--- config.mk ---
export PLATFORM = sky130hd
export DESIGN_NAME = gray_updown_counter
export DESIGN_NICKNAME = d
export VERILOG_FILES = /design/src/rtl/gray_pkg.sv /design/src/rtl/gray_to_bin.sv /design/src/rtl/gray_updown_counter.sv
export SDC_FILE = /design/constraint.sdc
export NUM_CORES = 1
export LEC_CHECK = 0
export CORE_MARGIN = 10
export CORE_UTILIZATION = 45
export CTS_BUF_LIST = sky130_fd_sc_hd__clkbuf_4
export DETAILED_ROUTE_END_ITERATION = 10
export HOLD_SLACK_MARGIN = 0.1
export PLACE_DENSITY = 0.77
export SYNTH_ARGS = -nofsm -noshare
export SYNTH_HDL_FRONTEND = slang
export SYNTH_HIERARCHICAL = 1
export SYNTH_SLANG_ARGS = --single-unit
--- constraint.sdc ---
create_clock -name clk -period 1.6 [get_ports clk]
set_clock_uncertainty 0.05 [all_clocks]
set_input_delay 0.24 -clock clk [delete_from_list [all_inputs] [get_ports clk]]
set_output_delay 0.24 -clock clk [all_outputs]
set_load 0.03 [all_outputs]
--- src/rtl/gray_pkg.sv ---
// Gray-code helpers shared by the up/down counter and the CDC FIFO pointers.
// The helpers work on the maximum width. Callers zero-extend narrower values and
// keep the low N bits of the result; zero upper bits leave both conversions exact.
package gray_pkg;

  localparam int GRAY_MAX_N = 32;

  // Binary to Gray: each Gray bit marks a change between adjacent binary bits.
  function automatic logic [GRAY_MAX_N-1:0] bin2gray(input logic [GRAY_MAX_N-1:0] b);
    return b ^ (b >> 1);
  endfunction

  // Gray to binary: bin[i] is the XOR of gray[MAX-1:i], computed top-down.
  function automatic logic [GRAY_MAX_N-1:0] gray2bin(input logic [GRAY_MAX_N-1:0] g);
    logic [GRAY_MAX_N-1:0] b;
    b[GRAY_MAX_N-1] = g[GRAY_MAX_N-1];
    for (int i = GRAY_MAX_N - 2; i >= 0; i--) begin
      b[i] = b[i+1] ^ g[i];
    end
    return b;
  endfunction

endpackage

--- src/rtl/gray_to_bin.sv ---
// Parametrised N-bit combinational Gray-to-binary converter.
// Each output bit is the XOR reduction of the Gray bits at and above it.
module gray_to_bin #(
  parameter int N = 4
) (
  input  logic [N-1:0] gray_i,
  output logic [N-1:0] bin_o
);

  // One XOR reduction per output bit; the synthesis tool shares the common terms.
  for (genvar i = 0; i < N; i++) begin : g_bit
    assign bin_o[i] = ^gray_i[N-1:i];
  end

endmodule

--- src/rtl/gray_updown_counter.sv ---
// N-bit up/down Gray-code counter with synchronous load and reset.
// It either wraps modulo 2^N or saturates at the range ends, and flags both
// boundary events with a registered one-cycle pulse on wrap.
// Optional: define GRAY_UPDOWN_COUNTER_BIN_OUT_EN to expose the registered binary
// count on q_bin.
module gray_updown_counter
  import gray_pkg::*;
#(
  parameter int          N           = 4,
  parameter bit          SATURATE    = 1'b0,
  parameter int unsigned RESET_VALUE = 0
) (
  input  logic         clk,
  input  logic         rst,
  input  logic         load,
  input  logic [N-1:0] load_value,
  input  logic         enable,
  input  logic         up,
  output logic [N-1:0] q,
  output logic         wrap,
  output logic         at_end
`ifdef GRAY_UPDOWN_COUNTER_BIN_OUT_EN
  ,
  output logic [N-1:0] q_bin
`endif
);

  // Convert the low N bits through the shared full-width helper.
  function automatic logic [N-1:0] to_gray(input logic [N-1:0] b);
    logic [GRAY_MAX_N-1:0] g;
    g = bin2gray(GRAY_MAX_N'(b));
    return g[N-1:0];
  endfunction

  localparam logic [N-1:0] ONE      = N'(1);
  localparam logic [N-1:0] RST_BIN  = N'(RESET_VALUE);
  localparam logic [N-1:0] RST_GRAY = to_gray(RST_BIN);

  logic [N-1:0] b_q, b_d;
  logic [N-1:0] q_q, q_d;
  logic         wrap_q, wrap_d;
  logic [N-1:0] load_bin;
  logic [N-1:0] b_step;

  // Decode the Gray load value once so a load sets both registers together.
  gray_to_bin #(.N(N)) u_load_dec (
    .gray_i (load_value),
    .bin_o  (load_bin)
  );

  // The next step lies beyond the range end in the current direction.
  assign at_end = up ? (b_q == {N{1'b1}}) : (b_q == {N{1'b0}});

  // Modulo step. The carry or borrow is dropped here; at_end already covers it.
  assign b_step = up ? (b_q + ONE) : (b_q - ONE);

  // Next-state selection in priority order: load, count, hold. Reset is applied in the flop.
  always_comb begin
    b_d    = b_q;
    q_d    = q_q;
    wrap_d = 1'b0;
    if (load) begin
      b_d = load_bin;
      q_d = load_value;
    end else if (enable) begin
      if (at_end) begin
        wrap_d = 1'b1;
        if (!SATURATE) begin
          b_d = b_step;
        end
      end else begin
        b_d = b_step;
      end
      q_d = to_gray(b_d);
    end
  end

  // State registers with synchronous active-high reset.
  always_ff @(posedge clk) begin
    if (rst) begin
      b_q    <= RST_BIN;
      q_q    <= RST_GRAY;
      wrap_q <= 1'b0;
    end else begin
      b_q    <= b_d;
      q_q    <= q_d;
      wrap_q <= wrap_d;
    end
  end

  assign q    = q_q;
  assign wrap = wrap_q;

`ifdef GRAY_UPDOWN_COUNTER_BIN_OUT_EN
  assign q_bin = b_q;
`endif

endmodule

==> impl_results.md, run 1 <==
* Outcome: complete, but fails checks
* Failing checks: setup timing
* Net Sw Frac at 0.340
* Setup TNS at -44.9 ps
* FF-to-FF Start: b_q[1]
* Final Total Pwr at between 0.8 and 0.9 mW
* Drt initial violations at 5
* Clk pin slew, worst setup/hold paths at 60 ps
* Initial antenna violation count at 0
* CP max FO at 3
* Crit-path slowest cell: dfxtp_2
* Most common flop cell mapped by yosys: dfxtp_1
* Cell Chain, Critical Path: buf_6, nor4_4, nand2_1, o21ai_2, buf_6
* Synthesized area at 616 µm²
* Worst vdd ir at 0.579 mV
* Cell mode on critical path: buf_6
* # rows at 13
* Yosys top cell area share at 0.293
* Yosys cell types at 31
* Pins Over Slew Limit at 0
* Number of max-cap violations at 0
* Yosys top cell by area: dfxtp_1
* DP Cell Count at between 100 and 150
* Vias in the first global route at just over 600
* Largest net degree at the start of global routing at 10
* R2R setup slack at -20 ps
* Required @ worst endpoint at around 1300 ps
* Setup WS post-layout at -24.0 ps
* Post-Syn Nets at 81
* Hpwl dp at between 1000 and 1500 µm
* Relative slew slack at 0.756
* Final std cells w/o fill at around 110
* Power share of the combinational group at 0.430
* Worst reg2reg path endpoint: q[0]
* Worst hold slack at slightly above 500 ps
* I/O pin count at 15
* Hold Path Cell Cnt at 2
* NetSw at ~0.28 mW
* Via Count at around 580
* Top cells by area, synth: dfxtp_1 29%, xnor2_1 8.5%, a21oi_1 7.3%
* DRT antenna net count at 0
* Vias/cell at between 5 and 6
* Setup crit start kind: register
* Sequential share of power at 0.321
* CP Buf/Inv Count at 2
* Endpoints failing setup at 2
* Hold WC Path Type: register to register
* R2R cell count at 5
* Clock buffer depth at 2
* Final #Nets at between 100 and 150
* Synthesized area per cell at ~9 µm²
* Area after DPL at roughly 820 µm²
* GP Congestion at between 0.7 and 0.8
* Number of H-tree levels at 1
* Hold path startpoint: q[1]
* Clock sink count at 9
* CTS root buf: clkbuf_4
* Worst Tran Pin Value at between 300 and 400 ps
* Min cycle time layout at between 1500 and 2000 ps
* Die X at 57.0 µm
* Share of cells above drive strength 1 at 0.326
* CP delay by family, top: simple AND/OR/NAND/NOR gates
* Layout area overhead at 49.8%
* Wirelength per Cell at 15.9 µm
* Fin area at 922 µm²
* Clock power frac at 0.249
* Setup CP Type: register to primary output
* Highest clock rate at between 0.6 and 0.7 GHz
* Internal at 0.551 mW
* Critical path arrival at 1330 ps
* Diodes inserted at 0
* Fin util at 0.709
* Count of flip-flops with a built-in enable after synthesis at 0
* CP max stage delay at ~340 ps
* Syn Inst Count at just under 70
* Pleak at roughly 0.43 nW
* Period utilization at 1.02
* DR pass1 iterations at 4
* Post-place setup slack at -559 ps
* Ys async rst share at 0
* Quantity of I/O buffers inserted on ports at 14
* Area of the die at ~3200 µm²
* Total Wirelength at ~1700 µm
* Synth warnings at 6
* Total gr overflow at 0
* RSZ-0062 raised after global routing: yes
* First-pass GRT wire length at approximately 2700 µm
* Hold endpoint: q[1]
* Clock latency on the worst-skew pair at roughly 260 ps
* Die Y-Extent at 57.0 µm
* Core area at 1300 µm²
* CTS tree: built
* Final Hold Vio Count at 0
* PD cells at 904 nW/µm²
* Sequential share of the synthesized area at 0.293
* # DRC at 0
* Worst setup EP type: primary output
* Num CTS Buffers at 3
* Tot GR Track Use at 0.104
* Number of synthesized register bits at 9
* Initial Utilization at 0.473
==> power groups by stage <==
| stage | Sequential [mW] | Combinational (mW) | Clock (mW) |
|---|---|---|---|
| after global routing | 0.271 | 0.392 | 0.223 |
| after global placement | 0.267 | 0.314 | 0 |
| after detailed placement | 0.268 | 0.318 | 0 |
| after CTS | 0.265 | 0.333 | 0.213 |
| final | 0.268 | 0.358 | 0.208 |
| after floorplan | 0.291 | 0.191 | 0 |
==> area by class of cell <==
class / instances / area (µm²)
sequential: 9 / 186
inverter: 3 / 11.3
tap: 15 / 18.8
timing repair buffer: 24 / 226
fill: 105 / 379
clock buffer: 4 / 30.0
multi-input combinational: 52 / 449
==> synth_stat cells (2+ instances only) <==
cell	instances
o21ai_0	2
mux2i_1	2
nand2_1	2
buf_2	2
ha_1	2
xnor2_1	6
dfxtp_1	9
nor3b_1	2
nor2_1	10
a21oi_1	9
inv_1	3
==> flip-flops by register name, indices dropped and copies added, names as in the netlist <==
signal / flops
b_q: 4
wrap: 1
q: 4
==> placed cells by master (no fill, tap or decap), types with 2 or more instances in the layout <==
| cell | synthesis | layout |
|---|---|---|
| a21oi_1 | 9 | 9 |
| buf_4 | 1 | 9 |
| buf_6 | 0 | 2 |
| clkbuf_4 | 0 | 4 |
| clkdlybuf4s50_1 | 0 | 9 |
| dfxtp_1 | 9 | 6 |
| dfxtp_2 | 0 | 2 |
| dlymetal6s2s_1 | 0 | 3 |
| inv_1 | 3 | 2 |
| mux2i_1 | 2 | 2 |
| nand2_1 | 2 | 2 |
| nor2_1 | 10 | 10 |
| nor3b_1 | 2 | 2 |
| xnor2_1 | 6 | 6 |
==> cell families after synthesis <==
group | after synthesis | synth area share
adders and majority gates | 3 | 0.0732
muxes | 3 | 0.0508
xor gates and xnor gates | 10 | 0.189
DFF | 9 | 0.293
buffers and inverters | 8 | 0.0589
AOI/OAI and AO/OA | 15 | 0.148
and+or+nand+nor | 21 | 0.187
==> worst max path at each step <==
stage	startpoint	end	slack, ps	cells after the start
2_1_floorplan	up	q[2]	-9	6
3_3_place_gp	up	q[0]	-530	7
3_5_place_dp	up	q[2]	-560	7
4_1_cts	b_q[0]	q[0]	-20	5
5_1_grt	b_q[2]	at_end	-120	5
6_report	b_q[2]	at_end	-20	5
==> worst min-delay path, delay by kind of cell, from the launching register on <==
family | cells | cell delay (ps)
AOI/OAI and AO/OA | 2 | 200
DFF | 1 | 310
==> per-layer routing <==
metal  global-route usage  wire, µm  vias up
met3               0.0730       163        4
met4               0.0369        32        0
met1                0.108       706      271
li1                     -         -      281
met2                0.163       804       21
met5                    0         0        -
==> repair_timing <==
action                     CTS  global route
hold buffers                 0             0
setup endpoints to repair    8             9
pin swaps                    1             2
gates resized for setup      9             8
setup buffers                1             0
No activity file was read; power rests on OpenSTA's default activity.
==> run 2, diff against run 1 <==
--- a/config.mk
+++ b/config.mk
@@ -5,6 +5,7 @@
 export SDC_FILE = /design/constraint.sdc
 export NUM_CORES = 1
 export LEC_CHECK = 0
+export ABC_AREA = 0
 export CORE_MARGIN = 10
 export CORE_UTILIZATION = 45
 export CTS_BUF_LIST = sky130_fd_sc_hd__clkbuf_4
==> results of run 2 <==
Same layout as run 1: the final DEF is identical, and so are final timing and power.
